===== src/rtl/reset_sequencer.sv =====
`timescale 1ns/1ps
// -----------------------------------------------------------------------------
// reset_sequencer
//
// Staged reset release after power-on or a soft restart. A 2-flop synchronizer
// retimes the deassertion of reset_n. A counter then runs from 0 to GATE_END.
// A clock-gate enable window and per-channel reset releases are decoded from
// that count. Channel i is released once the count reaches
// REL_BASE + i*REL_STEP, and stays released until the next restart.
//
// Ports
//   clk              : single clock
//   reset_n          : asynchronous active-low reset, deassertion synchronized
//   soft_rst_req_i   : synchronous restart request (holds the sequence in RST)
//   gate_clk_o       : clock-gate enable, GATE_START <= cnt < GATE_END in COUNT
//   release_reset_o  : per-channel reset release, 1 = released
//   seq_busy_o       : high while counting
//   seq_done_o       : high once the sequence has completed
// -----------------------------------------------------------------------------
module reset_sequencer #(
   parameter int NUM_CH     = 4,
   parameter int CNT_W      = 6,
   parameter int GATE_START = 4,
   parameter int GATE_END   = 18,
   parameter int REL_BASE   = 10,
   parameter int REL_STEP   = 2
) (
   input  logic              clk,
   input  logic              reset_n,
   input  logic              soft_rst_req_i,
   output logic              gate_clk_o,
   output logic [NUM_CH-1:0] release_reset_o,
   output logic              seq_busy_o,
   output logic              seq_done_o
);

   if ((NUM_CH < 1) || (NUM_CH > 8) ||
       !(GATE_START < REL_BASE) ||
       !(REL_BASE + (NUM_CH - 1) * REL_STEP < GATE_END) ||
       !(GATE_END < (1 << CNT_W))) begin : g_bad_params
      $error("reset_sequencer: illegal parameter combination");
   end

   localparam logic [CNT_W-1:0] GATE_START_C = CNT_W'(GATE_START);
   localparam logic [CNT_W-1:0] GATE_END_C   = CNT_W'(GATE_END);
   localparam logic [CNT_W-1:0] GATE_LAST_C  = CNT_W'(GATE_END - 1);

   typedef enum logic [1:0] {
      ST_RST   = 2'd0,
      ST_COUNT = 2'd1,
      ST_DONE  = 2'd2
   } state_t;

   state_t           state_q;
   logic [CNT_W-1:0] cnt_q;
   logic [1:0]       sync_q;
   logic             rst_released;

   function automatic logic [CNT_W-1:0] rel_thr(input int idx);
      return CNT_W'(REL_BASE + idx * REL_STEP);
   endfunction

   // Output decode, packed as {gate, busy, done, release[NUM_CH-1:0]}.
   // It is applied to the *next* state/count so the registered outputs always
   // match the state/count registered on the same edge.
   function automatic logic [NUM_CH+2:0] decode(input state_t s,
                                                input logic [CNT_W-1:0] c);
      logic [NUM_CH-1:0] rel;
      logic              gate;
      rel = '0;
      for (int i = 0; i < NUM_CH; i++) begin
         rel[i] = (s != ST_RST) && (c >= rel_thr(i));
      end
      gate = (s == ST_COUNT) && (c >= GATE_START_C) && (c < GATE_END_C);
      return {gate, (s == ST_COUNT), (s == ST_DONE), rel};
   endfunction

   // Deassertion synchronizer; clears immediately when reset_n drops.
   always_ff @(posedge clk or negedge reset_n) begin
      if (!reset_n) begin
         sync_q <= 2'b00;
      end else begin
         sync_q <= {sync_q[0], 1'b1};
      end
   end

   assign rst_released = sync_q[1];

   // Sequencer FSM with registered outputs
   always_ff @(posedge clk or negedge reset_n) begin
      if (!reset_n) begin
         state_q <= ST_RST;
         cnt_q   <= '0;
         {gate_clk_o, seq_busy_o, seq_done_o, release_reset_o} <= '0;
      end else if (soft_rst_req_i) begin
         // A held request keeps the sequence parked in RST.
         state_q <= ST_RST;
         cnt_q   <= '0;
         {gate_clk_o, seq_busy_o, seq_done_o, release_reset_o} <= '0;
      end else begin
         case (state_q)
            ST_RST: begin
               if (rst_released) begin
                  state_q <= ST_COUNT;
                  cnt_q   <= '0;
                  {gate_clk_o, seq_busy_o, seq_done_o, release_reset_o} <=
                     decode(ST_COUNT, '0);
               end
            end
            ST_COUNT: begin
               if (cnt_q == GATE_LAST_C) begin
                  state_q <= ST_DONE;
                  cnt_q   <= GATE_END_C;
                  {gate_clk_o, seq_busy_o, seq_done_o, release_reset_o} <=
                     decode(ST_DONE, GATE_END_C);
               end else begin
                  cnt_q <= cnt_q + 1'b1;
                  {gate_clk_o, seq_busy_o, seq_done_o, release_reset_o} <=
                     decode(ST_COUNT, cnt_q + 1'b1);
               end
            end
            ST_DONE: begin
               // Terminal: count parks at GATE_END, no wrap.
               cnt_q <= GATE_END_C;
               {gate_clk_o, seq_busy_o, seq_done_o, release_reset_o} <=
                  decode(ST_DONE, GATE_END_C);
            end
            default: begin
               state_q <= ST_RST;
               cnt_q   <= '0;
               {gate_clk_o, seq_busy_o, seq_done_o, release_reset_o} <= '0;
            end
         endcase
      end
   end

endmodule


===== config.mk =====
export PLATFORM = sky130hd
export DESIGN_NAME = reset_sequencer
export DESIGN_NICKNAME = d
export VERILOG_FILES = /design/src/rtl/reset_sequencer.sv
export SDC_FILE = /design/constraint.sdc
export NUM_CORES = 1
export LEC_CHECK = 0
export ABC_AREA = 1
export CAP_MARGIN = 20
export CORE_UTILIZATION = 35
export CTS_CLUSTER_SIZE = 20
export DETAILED_ROUTE_END_ITERATION = 6
export GPL_ROUTABILITY_DRIVEN = 0
export GPL_TIMING_DRIVEN = 0
export PLACE_DENSITY = 0.59
export SLEW_MARGIN = 20
export SYNTH_ARGS = -nofsm -noshare
export SYNTH_HDL_FRONTEND = slang
export SYNTH_SLANG_ARGS = --single-unit

===== constraint.sdc =====
create_clock -name clk -period 1.5 [get_ports clk]
set_input_delay 0.45 -clock clk [delete_from_list [all_inputs] [get_ports clk]]
set_output_delay 0.45 -clock clk [all_outputs]
set_load 0.01 [all_outputs]

=== Word-level counts from Yosys, hierarchy flattened ===
Index checks and enable logic that the tools add are counted.

* Bits in registers: 17
* Bits of input ports: 3
* Output and inout bits: 7
* Logic and storage cells: 46

* $add $sub $neg: 1
* Order comparisons: 6
* Equal/unequal tests: 6
* Mux-type cells: 23
* Reduce and logical (&&, ||, !) cells: 3

{| class="wikitable"
|+ Operators by type and width
! kind !! count
|-
| 6-bit by 4-bit greater-or-equal comparator with 1-bit output (second input constant) || 3
|-
| 6-bit 2-to-1 mux || 3
|-
| 6-bit one-hot mux with 3 select lines || 1
|-
| 4-bit 2-to-1 mux || 3
|-
| 4-bit one-hot mux with 3 select lines || 1
|-
| 1-bit 2-to-1 mux || 8
|-
| 6-bit by 1-bit adder with 6-bit output (second input constant) || 1
|-
| 6-bit by 5-bit == test with 1-bit output (second input constant) || 1
|-
| 6-bit by 3-bit greater-or-equal comparator with 1-bit output (second input constant) || 1
|-
| 6-bit by 5-bit greater-or-equal comparator with 1-bit output (second input constant) || 1
|-
| 6-bit by 5-bit less-than comparator with 1-bit output (second input constant) || 1
|-
| 2-bit 2-to-1 mux || 3
|-
| 3-bit inequality test (second input constant) || 2
|-
| 2-bit one-hot mux with 3 select lines || 1
|-
| 1-bit one-hot mux with 2 select lines || 2
|-
| 1-bit one-hot mux with 3 select lines || 1
|-
| 3-bit AND reduction || 1
|-
| 2-bit by 1-bit == test with 1-bit output (second input constant) || 1
|-
| 2-bit == test (second input constant) || 1
|-
| 2-bit logical NOT || 1
|-
| 2-bit inequality test (second input constant) || 1
|-
| 1-bit logical AND || 1
|}

=== Longest topological paths before layout ===
* Depth after elaboration: 6
* Mapped depth: 10
* Mapped depth without buffers: 10

=== Least setup slack after synthesis ===
OpenSTA, ideal clock, no wires.

* Path kind: reg2reg
* Start point: reg cnt_q[0]
* End point: reg release_reset_o[0]
* Library setup time: 121 ps
* Arrival: 1237 ps
* Data required time: 1379 ps
* Slack: 142 ps
* Cell stages (with the launch flop): 10
* Path buffers: 0
* Period minus slack after synthesis: 1358 ps
* Path through: dfrtp_1 -> ha_1 -> nand2_1 -> inv_2 -> nand3_1 -> nand2_2 -> inv_2 -> nand3_2 -> a21oi_1 -> nand2_1

* Word-level cells in the longest chain between the ends: 5
* Elaborated cells on any way between the ends: 6
* Classes of those cells: add/sub (1); order compare (1); eq/ne (1); mux (3)

{| class="wikitable"
|+ Ends and longest elaborated chain
! what !! line !! RTL
|-
| start, declared || 55 || <nowiki>logic [CNT_W-1:0] cnt_q;</nowiki>
|-
| start signal, assigned || 117 || <nowiki>cnt_q <= cnt_q + 1'b1;</nowiki>
|-
| 6-bit by 1-bit adder with 6-bit output || 119 || <nowiki>decode(ST_COUNT, cnt_q + 1'b1);</nowiki>
|-
| 6-bit by 4-bit greater-or-equal comparator with 1-bit output || 72 || <nowiki>rel[i] = (s != ST_RST) && (c >= rel_thr(i));</nowiki>
|-
| 4-bit 2-to-1 mux * || 111 || <nowiki>if (cnt_q == GATE_LAST_C) begin</nowiki>
|-
| 4-bit one-hot mux with 3 select lines * || 101 || <nowiki>case (state_q)</nowiki>
|-
| 4-bit 2-to-1 mux * || 95 || <nowiki>end else if (soft_rst_req_i) begin</nowiki>
|-
| end signal, assigned || 106 || <nowiki>{gate_clk_o, seq_busy_o, seq_done_o, release_reset_o} <=</nowiki>
|-
| end signal, assigned || 114 || <nowiki>{gate_clk_o, seq_busy_o, seq_done_o, release_reset_o} <=</nowiki>
|-
| end signal, assigned || 118 || <nowiki>{gate_clk_o, seq_busy_o, seq_done_o, release_reset_o} <=</nowiki>
|-
| end, declared || 32 || <nowiki>output logic [NUM_CH-1:0] release_reset_o,</nowiki>
|}

Mark *: on every way between the ends. The rest lies on a longest branch, timed or not.
A chain may end at the register's enable or synchronous reset.

=== Worst setup path in the final report ===
* Start point: reg cnt_q[0]
* End point: reg release_reset_o[2]

Same word-level chain as after synthesis.

==> summary.txt <==
Status
  – Status: completed

Logic synthesis
  – Area share of the largest cell type after synthesis: 41.2%
  – Synth top cells by count: nand2_1 (29), dfrtp_1 (17), nand3_1 (14)
  – Synth Cell Area: a little over 0.001 sq mm
  – Post-synth ARST share: between 90% and 100%
  – Synthesized area per cell: 8.20 sq um
  – Synthesized flop and latch total: 17
  – Seq/Total Area, Yosys: between 40% and 50%
  – Post-synthesis cell type with the largest combined area: dfrtp_1
  – Post-synth top flop: dfrtp_1
  – Yosys warnings: 0
  – EDFF count, synth: 0
  – Post-Synthesis Cells: between 100 and 150
  – Post-synth net total: 136
  – Most common cell in the netlist: nand2_1
  – Yosys cell types: 25
  – Top post-synthesis cells by area: dfrtp_1 (41%), nand2_1 (11%), ha_1 (8.5%)

Floorplan
  – Die Area: 0.00317 sq mm
  – I/O Pins: 10
  – Initial Util: a little under two fifths
  – Die W: 56.3 um
  – Row cnt: 19
  – Core Region: ~0.0028 sq mm
  – Die height: around 56 um

STA
  – Setup TNS: 0 ns
  – Finish-stage setup viols: 0
  – Slew @ Worst Pin: approximately 0.75 ns
  – Min Tclk post-route: ~1.4 ns
  – Relative slew slack: about half
  – Skew final: around 0.0044 ns
  – Max Freq: around 700 MHz
  – RSZ-0062 raised after global routing: yes
  – Final Cycle Share: a little over nine tenths
  – Hold Vio Cnt, Final: 0
  – Max-slew violation count: 0
  – Setup WS post-layout: roughly 0.081 ns

Setup path
  – Arrival @ worst endpoint: roughly 1.6 ns
  – Kind of critical path: reg -> reg
  – Critical Path Start Type: flip-flop
  – Required time of the critical path: around 1.7 ns
  – Setup crit end kind: flip-flop
  – CP max FO: 7

Route
  – Wire per inst: approximately 12 um
  – DRC Markers: 0
  – Vias after detailed routing: 885
  – DRT Pass-1 Iters: 4
  – Initial DRC count: 31
  – Vias per cell: between 4 and 5
  – Final WL: 2060 um
  – Antenna-violating nets left: 0

Clock network
  – CTS tree: done
  – CTS Buffer Depth: 2
  – Clk_lat worst skew: slightly below 0.3 ns
  – # hold bufs at CTS: 0
  – CTS H-tree depth: 1
  – Worst-path clk slew: ~0.10 ns
  – CTS root buf: clkbuf_4
  – CTS Buf Count: 3
  – CTS sink cnt: 17

Cells and area
  – Fill cells: ~290
  – Share of cells above drive strength 1: approximately a third
  – Core Util, Final: 46.6%
  – P&R area growth vs syn: 25.4%
  – Post-route design area: about 0.0013 sq mm
  – Layout Nets: between 150 and 200
  – ANT cells: 0

Place
  – Buffers on Ports: 9
  – Post-Place Worst Slack: -0.273 ns
  – Placed Area: 0.00116 sq mm
  – DPL Wire Length: 1520 um

GRT
  – First-pass GRT wire length: 3540 um
  – Initial antenna violation count: 0
  – Total global routing overflow: 0
  – Vias in the first global route: ~810
  – Gr usage total: between 10% and 20%
  – Largest net degree at the start of global routing: 18

Hold path
  – Hold Path Class: reg -> reg

Power
  – Peak VDD IR: around 0.5 mV
  – Lkg Pwr: roughly 0.67 nW
  – Power Density: between 700 and 800 mW/mm^2

Job
  – Max cap viols: 0
-- logic make-up after synthesis --
| group | Yosys count | share of synthesized area (%) |
|---|---|---|
| AO/OA/AOI/OAI | 15 | 9.81 |
| adder cells (fa/ha/maj) | 7 | 8.47 |
| buffers and inverters | 18 | 7.26 |
| flip-flops | 17 | 41.2 |
| other | 1 | 0.363 |
| AND/OR/NAND/NOR | 68 | 32.9 |
-- where the power goes --
part / leakage [nW] / internal [mW] / switching [mW]
Clock: 0.0177 / 0.0992 / 0.147
Sequential: 0.227 / 0.475 / 0.0137
Combinational: 0.429 / 0.0811 / 0.118
-- critical path: stages, from the launching register on --
cell and delay, ns:
dfrtp_2 0.48, ha_4 0.18, nand2_1 0.07, inv_2 0.04
nand3_1 0.07, nand2_2 0.10, inv_2 0.10, nand2_2 0.06
a21boi_2 0.15, nand2_1 0.06
-- layer usage --
layer  GRT usage (%)  share of wire [%]
met2            22.4                 47
met1            19.7                 48
met5               0                  0
met4            7.32                2.4
met3            2.76                3.1
-- through the flow --
stage	cells	power (mW)	hold slack (ns)
4_1_cts	172	0.910	0.364
3_3_place_gp	166	0.657	0.348
6_report	179	0.934	0.361
5_1_grt	179	0.994	0.377
3_5_place_dp	166	0.659	0.341
2_1_floorplan	126	0.608	0.154
-- worst paths after layout --
path	startpoint	end	slack, ns	cells past startpoint
worst min-delay path	sync_q[0]	sync_q[1]	0.36	0
worst min register to register	sync_q[0]	sync_q[1]	0.36	0
min in group asynchronous	reset_n	cnt_q[4]	0.59	1
worst max-delay path	cnt_q[0]	release_reset_o[2]	0.08	9
max in group asynchronous	reset_n	cnt_q[0]	0.40	1
worst max register to register	cnt_q[0]	release_reset_o[2]	0.08	9
-- flip-flops by register name (all words and copies together), names as in the netlist --
signal,flops
cnt_q,6
release_reset_o,4
state_q,2
sync_q,2
gate_clk_o,1
seq_busy_o,1
seq_done_o,1
-- area by class of cell --
class | count | area [sq um] | share of cell area, %
clock inverter | 1 | 5.00 | 0.386
tap | 31 | 38.8 | 2.99
timing repair buffer | 18 | 149 | 11.5
multi-input combinational | 91 | 573 | 44.2
buffer | 1 | 11.3 | 0.869
inverter | 17 | 68.8 | 5.31
clock buffer | 3 | 22.5 | 1.74
sequential | 17 | 428 | 33.0
-- repair_timing --
item | in CTS | in global routing
pin swaps | 1 | 7
resized for setup | 8 | 17
endpoints found under the setup margin | 11 | 14
buffers inserted | 2 | 7
-- layout by cell type, fill, tap and decap left out, types with 3 or more instances in the layout --
| master | instances |
|---|---|
| nand3_1 | 14 |
| inv_1 | 8 |
| nor2_2 | 4 |
| dfrtp_1 | 15 |
| buf_4 | 9 |
| clkbuf_4 | 3 |
| nand2_1 | 28 |
| nor2_1 | 8 |
| dlygate4sd2_1 | 7 |
| o21ai_0 | 4 |
| nand2_2 | 6 |
| ha_1 | 3 |
| inv_2 | 6 |
Power figures use the tool's default switching activity.
